[src/rtl/dma_mem2sdram.sv]
// Memory-to-SDRAM write-back DMA channel: reads 256-bit lines from memory 1 or 2
// and unpacks each line into four 64-bit SDRAM writes, least-significant word first.
module dma_mem2sdram #(
  parameter logic [5:0] MEM_ADDR_STEP = 6'd16
) (
  input  logic         clk_h,
  input  logic         rst_h,
  input  logic         start,
  input  logic         mem_sel_in,
  input  logic [5:0]   latch_mem_addr,
  input  logic [7:0]   latch_sdram_addr,
  input  logic [5:0]   num_lines,
  input  logic         memory1_ready,
  input  logic         memory2_ready,
  input  logic         mem_valid,
  input  logic [255:0] mem_data_in,
  input  logic         sdram_ready,
  output logic         mem_selecter,
  output logic [1:0]   mem_enable,
  output logic [5:0]   mem1_addr_out,
  output logic [5:0]   mem2_addr_out,
  output logic [1:0]   sdram_enable,
  output logic [7:0]   sdram_addr_out,
  output logic [63:0]  data_sdram_out,
  output logic         busy,
  output logic         done
);

  typedef enum logic [2:0] {IDLE, MREQ, MWAIT, SWR, DONE} state_t;

  state_t         state_reg;
  logic           sel_reg;
  logic [5:0]     mem_addr_reg;
  logic [7:0]     sdram_addr_reg;
  logic [5:0]     lines_left_reg;
  logic [255:0]   line_reg;
  logic [1:0]     idx_reg;
  logic           sel_ready;
  logic [63:0]    line_word [4];

  assign sel_ready = sel_reg ? memory2_ready : memory1_ready;

  for (genvar gi = 0; gi < 4; gi++) begin : g_word
    assign line_word[gi] = line_reg[64*gi +: 64];
  end

  always_ff @(posedge clk_h) begin
    if (rst_h) begin
      state_reg      <= IDLE;
      sel_reg        <= 1'b0;
      mem_addr_reg   <= '0;
      sdram_addr_reg <= '0;
      lines_left_reg <= '0;
      line_reg       <= '0;
      idx_reg        <= '0;
    end else begin
      case (state_reg)
        IDLE: begin
          if (start) begin
            sel_reg        <= mem_sel_in;
            mem_addr_reg   <= latch_mem_addr;
            sdram_addr_reg <= latch_sdram_addr;
            lines_left_reg <= num_lines;
            state_reg      <= (num_lines == 6'd0) ? DONE : MREQ;
          end
        end
        MREQ: begin
          if (sel_ready) state_reg <= MWAIT;
        end
        MWAIT: begin
          if (mem_valid) begin
            line_reg  <= mem_data_in;
            idx_reg   <= 2'd0;
            state_reg <= SWR;
          end
        end
        SWR: begin
          if (sdram_ready) begin
            sdram_addr_reg <= sdram_addr_reg + 8'd1;
            idx_reg        <= idx_reg + 2'd1;
            // Last word of the line: either finish or fetch the next line.
            if (idx_reg == 2'd3) begin
              lines_left_reg <= lines_left_reg - 6'd1;
              if (lines_left_reg == 6'd1) begin
                state_reg <= DONE;
              end else begin
                mem_addr_reg <= mem_addr_reg + MEM_ADDR_STEP;
                state_reg    <= MREQ;
              end
            end
          end
        end
        DONE:    state_reg <= IDLE;
        default: state_reg <= IDLE;
      endcase
    end
  end

  assign mem_selecter   = sel_reg;
  assign mem_enable     = (state_reg == MREQ && sel_ready) ? 2'b01 : 2'b00;
  assign mem1_addr_out  = sel_reg ? 6'd0 : mem_addr_reg;
  assign mem2_addr_out  = sel_reg ? mem_addr_reg : 6'd0;
  assign sdram_enable   = (state_reg == SWR) ? 2'b10 : 2'b00;
  assign sdram_addr_out = sdram_addr_reg;
  assign data_sdram_out = line_word[idx_reg];
  assign busy           = (state_reg != IDLE);
  assign done           = (state_reg == DONE);

endmodule

[config.mk]
export PLATFORM = sky130hd
export DESIGN_NAME = dma_mem2sdram
export DESIGN_NICKNAME = d
export VERILOG_FILES = /design/src/rtl/dma_mem2sdram.sv
export SDC_FILE = /design/constraint.sdc
export NUM_CORES = 1
export LEC_CHECK = 0
export BUFFER_PORTS_ARGS = -buffer_cell sky130_fd_sc_hd__buf_2
export CORE_MARGIN = 2
export CORE_UTILIZATION = 51
export DETAILED_ROUTE_END_ITERATION = 7
export PLACE_DENSITY = 0.85
export RECOVER_POWER = 100
export SLEW_MARGIN = 5
export SYNTH_ARGS = -nofsm -noshare
export SYNTH_HDL_FRONTEND = slang
export SYNTH_SLANG_ARGS = --single-unit
[constraint.sdc]
create_clock -name clk_h -period 2.5 [get_ports clk_h]
set_input_delay 0.5 -clock clk_h [delete_from_list [all_inputs] [get_ports clk_h]]
set_output_delay 0.5 -clock clk_h [all_outputs]
set_load 0.05 [all_outputs]
==> metrics <==
status=completed; Final Setup Violations=0; Final min period=2.473 ns; Placed Cells=1995; CP max stage delay=0.51 ns; Clock Skews=0.01317 ns; Worst path slowest cell=mux4_2; Arr. time, crit path=1.97 ns; endpoints failing hold=0; Slew @ Worst Pin=1.137 ns; Die H=156.7 microns; Vias=11296; Leak=5.800 nW; share of cells above drive strength 1=0.2992; Final ANT Viol Nets=0; Detail Placement HPWL=24.00 mm; global route overflow=0; synth warn=0; DIE AREA=24550 sq um; I/O pin count=375; Worst path top cell family by delay=buffers and inverters; f_max=404.4 MHz; clk root buf=clkbuf_16; Area Overhead vs Synth=26.73%; fin crit share=0.9890; initial core utilization=0.5219; total wire length=34.58 mm; die width=156.7 microns; Post-route DRC=0; ys flop type=dfxtp_1; Post-Layout Cell Count=2057; commonest cells after routing, fill and taps aside=nand2_1, buf_2, dfxtp_1; Reg2Reg Capture Point=line_reg[43]; port bufs=372; critical setup path kind=flop to primary output; share of flip-flops with an asynchronous set or reset=0; maximum vdd drop=0.0005665 V; RD Place Congestion=0.9117; maxcap violations=0; Post-synth EDFFs=0; Core ar.=22780 sq um; unrepaired setup endpoints after global routing=yes; Netlist cell types=48; Sink Count=282; HP Start=mem_data_in[234]; worst skew pair latency=0.55 ns; post-synth top area cell=dfxtp_1; Largest register FFs=256; hold path cells=3; CTS Buffer Depth=3; Avg Inst Size Synth=8.492 sq um; layout net count=2005; Total Routing Usage GR=0.2678; Via density=5.491; flop2flop setup slack=0.10 ns; number of global-route vias before repair=10731; pin count of the biggest net entering global routing=131; commonest non-fill, non-tap cell in the layout=nand2_1; first-pass iteration count of the detailed router=5; top area cells in the synthesized netlist=dfxtp_1, nand2_1, mux4_2; first-pass GRT wire length=52.76 mm; CTS tree=built; CP Launch Type=flop; cell area after synthesis=11890 sq um; initial antenna violation count=10; sequential area share after synthesis=0.4748; Slew headroom=0.2419; Yosys reg bits=282; post-synth top area share=0.4748; initial DRC count=1060; pwr dens=690.3 nW/um^2; Power Total=10.40 mW; Reg2Reg Depth=6; H-tree depth=1; Fill cells=1785; TritonCTS Buffers=29; Crit. End Element=primary output; worst-path maximum fanout=8; min-delay worst type=input port to flop; Hold Crit Endpoint=line_reg[234]; buffer and inverter count on the worst path=3; cell count after synthesis=1400; Max Transition Viols Final=0; Critical Path, Cell by Cell=buf_12 > buf_4 > mux4_2 > buf_2; Routed WL per cell=16.81 microns; Worst R2R Start=state_reg[2]; CTS clk-pin slew, worst paths=0.06 ns; Crit path required time=2.00 ns; cell row count=55
synthesized netlist by cell type, types with 3 or more instances:
cell type  count
dfxtp_1      282
nand4_1        3
o32ai_1        4
a21oi_1      275
mux2i_1        6
nor2b_1        6
inv_1          8
a211oi_1       5
ha_1           4
nand3_1       11
nor4_1         5
nor3b_1        3
mux4_2        64
nand3b_1       3
nand2b_1       6
buf_2         64
nor3_1         9
nor2_1        18
and2_1        10
clkbuf_1      47
nand2_1      522
o21ai_0       15
through the flow:
stage	util	TNS (ns)	setup WS [ns]	hold WS (ns)	instance area, sq um
6_report	0.6615	0	0.02741	0.1870	15070
5_1_grt	0.6614	-0.4393	-0.03512	0.1702	15060
4_1_cts	0.6599	0	0.001147	0.1666	15030
3_5_place_dp	0.6131	0	0.3125	0.4442	13960
3_3_place_gp	0.6131	0	0.3367	0.4391	13960
2_1_floorplan	-	0	0.2843	0.4331	11890
tightest hold or removal path, cell delays in order:
cell	delay, ns
buf_2	0.09
nand2_1	0.04
a21oi_1	0.05
what timing repair did:
item | in CTS | in global routing
setup endpoints to repair | 65 | 57
setup buffers | 4 | 0
resized for setup | 11 | 61
hold buffers | 0 | 0
pin swaps | 0 | 0
metal layers:
| layer | part of all wire | GRT usage | vias to the layer above |
|---|---|---|---|
| met3 | 0.073 | 0.05871 | 144 |
| met5 | 0.0013 | 0 | - |
| met1 | 0.37 | 0.3089 | 5213 |
| met2 | 0.50 | 0.4613 | 562 |
| met4 | 0.056 | 0.1498 | 6 |
| li1 | - | - | 5371 |
layout make-up:
cell class              instances  area [sq um]  share of cell area
diodes                          6         15.01           0.0009965
well taps                     313         391.6             0.02599
clock buffers                  39         813.3             0.05398
repair buffers                400          2325              0.1543
flip-flops and latches        282          5655              0.3754
clock inverters                13         172.7             0.01146
inverters                       8         30.03            0.001993
multi-input cells             996          5664              0.3759
report_power, final:
part           switching (mW)  leakage, nW  internal [mW]
logic                   0.741         3.03          0.455
clock network            1.75        0.492           2.68
registers               0.118         2.28           4.65
worst max-delay path by stage:
stage	startpoint	to	slack [ns]	depth (start not counted)
after floorplan	mem_selecter	mem_enable[0]	0.28	3
after global placement	idx_reg[0]	data_sdram_out[11]	0.34	3
after detailed placement	idx_reg[0]	data_sdram_out[16]	0.31	3
after CTS	idx_reg[0]	data_sdram_out[35]	0.001	4
after global routing	idx_reg[0]	data_sdram_out[27]	-0.04	4
final	idx_reg[0]	data_sdram_out[47]	0.03	4
cell families (layout without fill, tap and decap cells):
group / after synthesis / count (layout) / share of synthesized area
simple gates: 605 / 605 / 0.2055
flops: 282 / 282 / 0.4748
other cells: 1 / 8 / 0.0003154
compound gates: 314 / 314 / 0.1410
buf+inv: 123 / 460 / 0.04683
fa+ha+maj: 4 / 4 / 0.004210
mux: 71 / 71 / 0.1272
(Power assumes the default switching activity.)
